### src/rtl/vga_fb_arbiter_if.sv
// Writer-side handshake bundle for the framebuffer arbiter.
// master = pixel writer, slave = arbiter.
interface vga_fb_arbiter_if #(
  parameter int AW = 19,
  parameter int DW = 24
);
  logic          wr_valid;
  logic          wr_ready;
  logic [AW-1:0] wr_addr;
  logic [DW-1:0] wr_data;
  logic          swap_req;
  logic          swap_ack;

  modport master (
    output wr_valid,
    input  wr_ready,
    output wr_addr,
    output wr_data,
    output swap_req,
    input  swap_ack
  );

  modport slave (
    input  wr_valid,
    output wr_ready,
    input  wr_addr,
    input  wr_data,
    input  swap_req,
    output swap_ack
  );
endinterface

### src/rtl/vga_fb_arbiter.sv
// Double-buffered framebuffer arbiter: display reads always win,
// writer fills the back bank, bank swap waits for vsync fall.
module vga_fb_arbiter #(
  parameter int AW        = 19,
  parameter int DW        = 24,
  parameter int STALL_MAX = 1024
) (
  input  logic          clk,
  input  logic          rst_n,
  input  logic          disp_en,
  input  logic [AW-1:0] disp_addr,
  input  logic          vs,
  output logic [DW-1:0] disp_data,
  output logic          disp_vld,
  vga_fb_arbiter_if.slave wr,
  output logic          front_bank,
  output logic          wr_starve,
  output logic          mem_en,
  output logic          mem_we,
  output logic [AW:0]   mem_addr,
  output logic [DW-1:0] mem_wdata,
  input  logic [DW-1:0] mem_rdata
);

  localparam int CW = $clog2(STALL_MAX + 1);
  localparam logic [CW-1:0] CNT_MAX  = CW'(STALL_MAX);
  localparam logic [CW-1:0] CNT_LAST = CW'(STALL_MAX - 1);

  localparam logic [0:0] RUN       = 1'b0;
  localparam logic [0:0] SWAP_PEND = 1'b1;

  logic [0:0]    state;
  logic          vs_q;
  logic          rd_p;
  logic          swap_ack_q;
  logic [CW-1:0] stall_cnt;
  logic          vs_fall;
  logic          wr_fire;
  logic          stalling;
  logic          starve_set;
  logic          disp_go;

  assign vs_fall = vs_q & ~vs;
  assign disp_go = rst_n & disp_en;

  assign wr.wr_ready = rst_n & wr.wr_valid & ~disp_en
                     & (state == RUN);
  assign wr_fire  = wr.wr_valid & wr.wr_ready;
  assign stalling = (state == RUN) & wr.wr_valid
                  & ~wr.wr_ready;
  assign starve_set = stalling & (stall_cnt >= CNT_LAST);
  assign wr.swap_ack = swap_ack_q;

  always_comb begin
    mem_en    = 1'b0;
    mem_we    = 1'b0;
    mem_addr  = {front_bank, disp_addr};
    mem_wdata = wr.wr_data;
    unique case (1'b1)
      disp_go: begin
        mem_en = 1'b1;
      end
      wr_fire: begin
        mem_en   = 1'b1;
        mem_we   = 1'b1;
        mem_addr = {~front_bank, wr.wr_addr};
      end
      default: ;
    endcase
  end

  // Swap only at a vsync falling edge so a frame is never torn.
  always_ff @(posedge clk or negedge rst_n) begin
    if (!rst_n) begin
      state      <= RUN;
      front_bank <= 1'b0;
      swap_ack_q <= 1'b0;
      vs_q       <= 1'b1;
    end else begin
      vs_q       <= vs;
      swap_ack_q <= 1'b0;
      unique case (state)
        RUN: begin
          if (wr.swap_req)
            state <= SWAP_PEND;
        end
        SWAP_PEND: begin
          if (vs_fall) begin
            state      <= RUN;
            front_bank <= ~front_bank;
            swap_ack_q <= 1'b1;
          end
        end
        default: state <= RUN;
      endcase
    end
  end

  always_ff @(posedge clk or negedge rst_n) begin
    if (!rst_n) begin
      rd_p      <= 1'b0;
      disp_vld  <= 1'b0;
      disp_data <= '0;
    end else begin
      rd_p     <= disp_en;
      disp_vld <= rd_p;
      if (rd_p)
        disp_data <= mem_rdata;
    end
  end

  always_ff @(posedge clk or negedge rst_n) begin
    if (!rst_n) begin
      stall_cnt <= '0;
      wr_starve <= 1'b0;
    end else begin
      if (wr_fire)
        stall_cnt <= '0;
      else if (stalling && stall_cnt != CNT_MAX)
        stall_cnt <= stall_cnt + 1'b1;
      if (starve_set)
        wr_starve <= 1'b1;
      else if (vs_fall)
        wr_starve <= 1'b0;
    end
  end

endmodule

### src/flat_wrapper.sv
// flat-port wrapper written by rule: the top's interface ports become plain ports
module vga_fb_arbiter_flat 
#(
  parameter int AW        = 19,
  parameter int DW        = 24,
  parameter int STALL_MAX = 1024
)
  (clk, rst_n, disp_en, disp_addr, vs, disp_data, disp_vld, front_bank, wr_starve, mem_en, mem_we, mem_addr, mem_wdata, mem_rdata, wr_wr_valid, wr_wr_ready, wr_wr_addr, wr_wr_data, wr_swap_req, wr_swap_ack);
  vga_fb_arbiter_if #(.AW(AW), .DW(DW)) wr_i ();
  input  logic clk;
  input  logic rst_n;
  input  logic disp_en;
  input  logic [AW-1:0] disp_addr;
  input  logic vs;
  output logic [DW-1:0] disp_data;
  output logic disp_vld;
  output logic front_bank;
  output logic wr_starve;
  output logic mem_en;
  output logic mem_we;
  output logic [AW:0] mem_addr;
  output logic [DW-1:0] mem_wdata;
  input  logic [DW-1:0] mem_rdata;
  input wire logic [$bits(wr_i.wr_valid)-1:0] wr_wr_valid;
  output wire logic [$bits(wr_i.wr_ready)-1:0] wr_wr_ready;
  input wire logic [$bits(wr_i.wr_addr)-1:0] wr_wr_addr;
  input wire logic [$bits(wr_i.wr_data)-1:0] wr_wr_data;
  input wire logic [$bits(wr_i.swap_req)-1:0] wr_swap_req;
  output wire logic [$bits(wr_i.swap_ack)-1:0] wr_swap_ack;
  assign wr_i.wr_valid = wr_wr_valid;
  assign wr_wr_ready = wr_i.wr_ready;
  assign wr_i.wr_addr = wr_wr_addr;
  assign wr_i.wr_data = wr_wr_data;
  assign wr_i.swap_req = wr_swap_req;
  assign wr_swap_ack = wr_i.swap_ack;
  vga_fb_arbiter #(.AW(AW), .DW(DW), .STALL_MAX(STALL_MAX)) u_core (.clk(clk), .rst_n(rst_n), .disp_en(disp_en), .disp_addr(disp_addr), .vs(vs), .disp_data(disp_data), .disp_vld(disp_vld), .wr(wr_i), .front_bank(front_bank), .wr_starve(wr_starve), .mem_en(mem_en), .mem_we(mem_we), .mem_addr(mem_addr), .mem_wdata(mem_wdata), .mem_rdata(mem_rdata));
endmodule
### config.mk
export PLATFORM = sky130hd
export DESIGN_NAME = vga_fb_arbiter_flat
export DESIGN_NICKNAME = d
export VERILOG_FILES = /design/src/rtl/vga_fb_arbiter_if.sv /design/src/rtl/vga_fb_arbiter.sv /design/src/flat_wrapper.sv
export SDC_FILE = /design/constraint.sdc
export NUM_CORES = 1
export LEC_CHECK = 0
export CAP_MARGIN = 20
export CORE_ASPECT_RATIO = 1.1
export CORE_MARGIN = 2
export CORE_UTILIZATION = 30
export CTS_BUF_LIST = sky130_fd_sc_hd__clkbuf_4
export DETAILED_ROUTE_END_ITERATION = 6
export GPL_TIMING_DRIVEN = 0
export PLACE_DENSITY = 0.72
export SETUP_SLACK_MARGIN = 0.4
export SYNTH_ARGS = -nofsm -noshare
export SYNTH_HDL_FRONTEND = slang
export SYNTH_SLANG_ARGS = --single-unit
### constraint.sdc
create_clock -name clk -period 4.02 [get_ports clk]
set_clock_uncertainty 0.2 [all_clocks]
set_input_delay 0.804 -clock clk [delete_from_list [all_inputs] [get_ports clk]]
set_output_delay 0.804 -clock clk [all_outputs]
set_load 0.05 [all_outputs]
==> flow_summary.yaml <==
clock_network:
  cts.repair.resized: 78
  clock-sinks: 42
  holdBufCountCts: 0
  postCtsSetupBuffers: 0
  cts_tree: "done"
  cts-root-buf: "clkbuf_4"
  insertion_delay_ps: 340
  clk_path_buf_depth: 2
  numCtsBuffers: 5
  clkTransAtPathRegs_ps: 130
  htree_levels: 2
worst_setup_path:
  cp_num_cells: 7
  crit_path_top_delay_cell: "clkdlybuf4s50_1"
  worst_setup_path_start_kind: "input port"
  crit_type: "input port to primary output"
  critPathMaxFanout: 10
  required_ps: 3020
  cpPeakStageDelay_ps: 560
  cp_num_buf_inv: 4
  worstPathArrival_ps: 2520
  cp_top_family: "buffers and inverters"
  endpoint_kind: "primary output"
  crit_chain: "clkdlybuf4s50_1 > nand4bb_1 > clkbuf_4 > buf_2 > nand2_1 > nand2_1 > buf_2"
  worst_r2r_path_depth: 4
yosys:
  synth_area_leader_cell: "dfrtp_1"
  yosysSeqAreaShare: 0.4662
  muxShareOfSynthArea: 0.1419
  async_flop_share: 1.000
  synth_area_leaders: "dfrtp_1 (45%), mux2_2 (12%), nand2_1 (11%), buf_4 (8.0%), nand3_1 (2.4%)"
  yosys.area_share.simple: 0.2190
  synth_fa_ha_area_frac: 0.01109
  synthCells: 233
  syn_area_per_cell_um2: 9.687
  ys_types: 42
  synth_compound_area_frac: 0.04545
  synthesis.area_um2: 2257
  synth_edf_count: 0
  ys_warn_count: 0
  synth_top_area_share: 0.4545
  synth_top_family_by_area: "simple AND/OR/NAND/NOR gates"
  synth_nets: 327
  ys_ff_latch: 42
  yosys.area_share.xor_xnor: 0.007761
  synth-main-ff-cell: "dfrtp_1"
finish:
  final_common_cell: "clkdlybuf4s50_1"
  mostFrequentLayoutCells: "clkdlybuf4s50_1 (119), nand2_1 (67), dfrtp_1 (41), buf_4 (25), mux2_2 (24)"
  finalNetCount: 477
  area_growth_pct: 68.18
  drive_gt1_frac: 0.2552
  fill_cells: 700
  fin_area_um2: 3796
  diodes: 0
floorplanning:
  fp-row-count: 33
  core_um2: 7391
  initial_utilization: 0.3054
  dieArea_um2: 8235
  dieWidth_um: 86.71
  die_y_um: 94.98
  ioPinCount: 167
flow_run:
  drv_cap: 0
global_routing:
  grt_start_max_net_pins: 42
  antenna_found_initial: 0
  gr-total-overflow: 0
  grt_pass1_wl_mm: 9.756
  first_global_vias: 2199
  grt_usage: 0.1520
placement:
  post-dp-hpwl_mm: 5.183
  pre_cts_ws_ps: -344.9
  gp_congestion: 0.7897
  numPortBuffers: 142
  dpl_cell_area_um2: 3802
routing:
  vias_per_cell: 4.701
  drt_wl_total_mm: 6.396
  num_vias: 2214
  wl_per_cell_um: 13.58
  first_pass_iters: 4
  antenna_left: 0
  drtIter0Drc: 93
  route.detailed.drc: 0
timing:
  worst_slack_ps: 491.8
  final_hold_viol_count: 0
  final_max_slew_viol_count: 0
  final-setup-viol-count: 0
  fin_crit_ps: 3528
  fmax_ghz: 0.2834
  max_slew_margin: 0.6316
  setup_tns_ps: 0
  rsz0062_at_grt: "true"
  worst_pin_slew_ps: 552.6
  fin_crit_sh: 0.8777
pwr:
  ir_drop_mv: 0.1633
  p_leak_nw: 1.752
  power_density_nw_per_um2: 358.1
outcome:
  status: "completed"
worst_hold_path:
  hp-class: "input port to asynchronous set/reset pin"
-- routing by layer --
| layer | up-vias | track usage | part of all wire |
|---|---|---|---|
| met1 | 1025 | 0.1542 | 0.37 |
| met5 | - | 0 | 0 |
| met2 | 120 | 0.2827 | 0.51 |
| met4 | 0 | 0.03516 | 0.0088 |
| li1 | 1063 | - | - |
| met3 | 6 | 0.06906 | 0.11 |
-- flip-flops by register name, indices dropped and copies added (netlist names) --
name                cells
u_core.stall_cnt       11
u_core.wr.swap_ack      1
u_core.disp_vld         1
u_core.wr_starve        1
u_core.disp_data       24
u_core.front_bank       1
u_core.vs_q             1
u_core.state            1
u_core.rd_p             1
-- where the power goes --
group,switching (mW),total [mW],internal [mW]
combinational,0.332,0.561,0.229
sequential,0.0496,0.524,0.475
clock,0.142,0.274,0.132
total,0.524,1.36,0.836
-- through the flow --
stage	utilization	std cells	hold slack, ps	power (mW)
2_1_floorplan	-	233	151.9	0.8816
3_3_place_gp	0.5124	462	181.5	1.101
3_5_place_dp	0.5145	463	184.0	1.113
4_1_cts	0.5265	471	27.32	1.388
5_1_grt	0.5136	471	27.57	1.434
6_report	0.5136	471	53.41	1.359
-- synthesized netlist by cell type, types with 2 or more instances --
master,count
o211ai_1,2
mux2_2,24
and3_2,2
inv_1,7
nor4_1,2
o21ai_0,2
mux2i_1,5
nor2_1,6
buf_4,24
nand2_1,67
a21oi_1,2
nand4b_1,2
buf_2,4
xnor2_1,2
ha_1,2
nand3_1,11
dfrtp_1,41
clkbuf_1,4
-- worst register-to-register path: stages (launching register included) --
cell	delay, ps
dfrtp_1	480
nor4_1	350
nand4_2	320
and2_4	290
a31o_1	170
-- layout make-up --
cell class              count  area [um^2]  share of cell area
repair buffers            143         1340              0.3530
flip-flops and latches     42         1052              0.2772
multi-input cells         151        959.7              0.2528
plain buffers              33        227.7             0.05999
well taps                  87        108.9             0.02867
clock inverters             3        43.79             0.01154
clock buffers               5        37.54            0.009888
inverters                   7        26.28            0.006922
-- logic make-up after synthesis --
| group | count (synthesis) |
|---|---|
| compound gates | 14 |
| fa+ha+maj | 2 |
| xor+xnor | 2 |
| buf+inv | 40 |
| mux | 29 |
| flops | 42 |
| simple gates | 104 |
-- worst paths after layout --
| path | start | endpoint | slack (ps) |
|---|---|---|---|
| max | disp_en | mem_addr[4] | 490 |
| min | rst_n | u_core.disp_data[5] | 50 |
| max reg2reg | u_core.stall_cnt[4] | u_core.stall_cnt[7] | 2130 |
| min reg2reg | u_core.rd_p | u_core.disp_vld | 200 |
| max in group asynchronous | rst_n | u_core.vs_q | 3080 |
| min in group clk | u_core.rd_p | u_core.disp_vld | 200 |
Note: power is estimated with default switching activity, not from simulation.
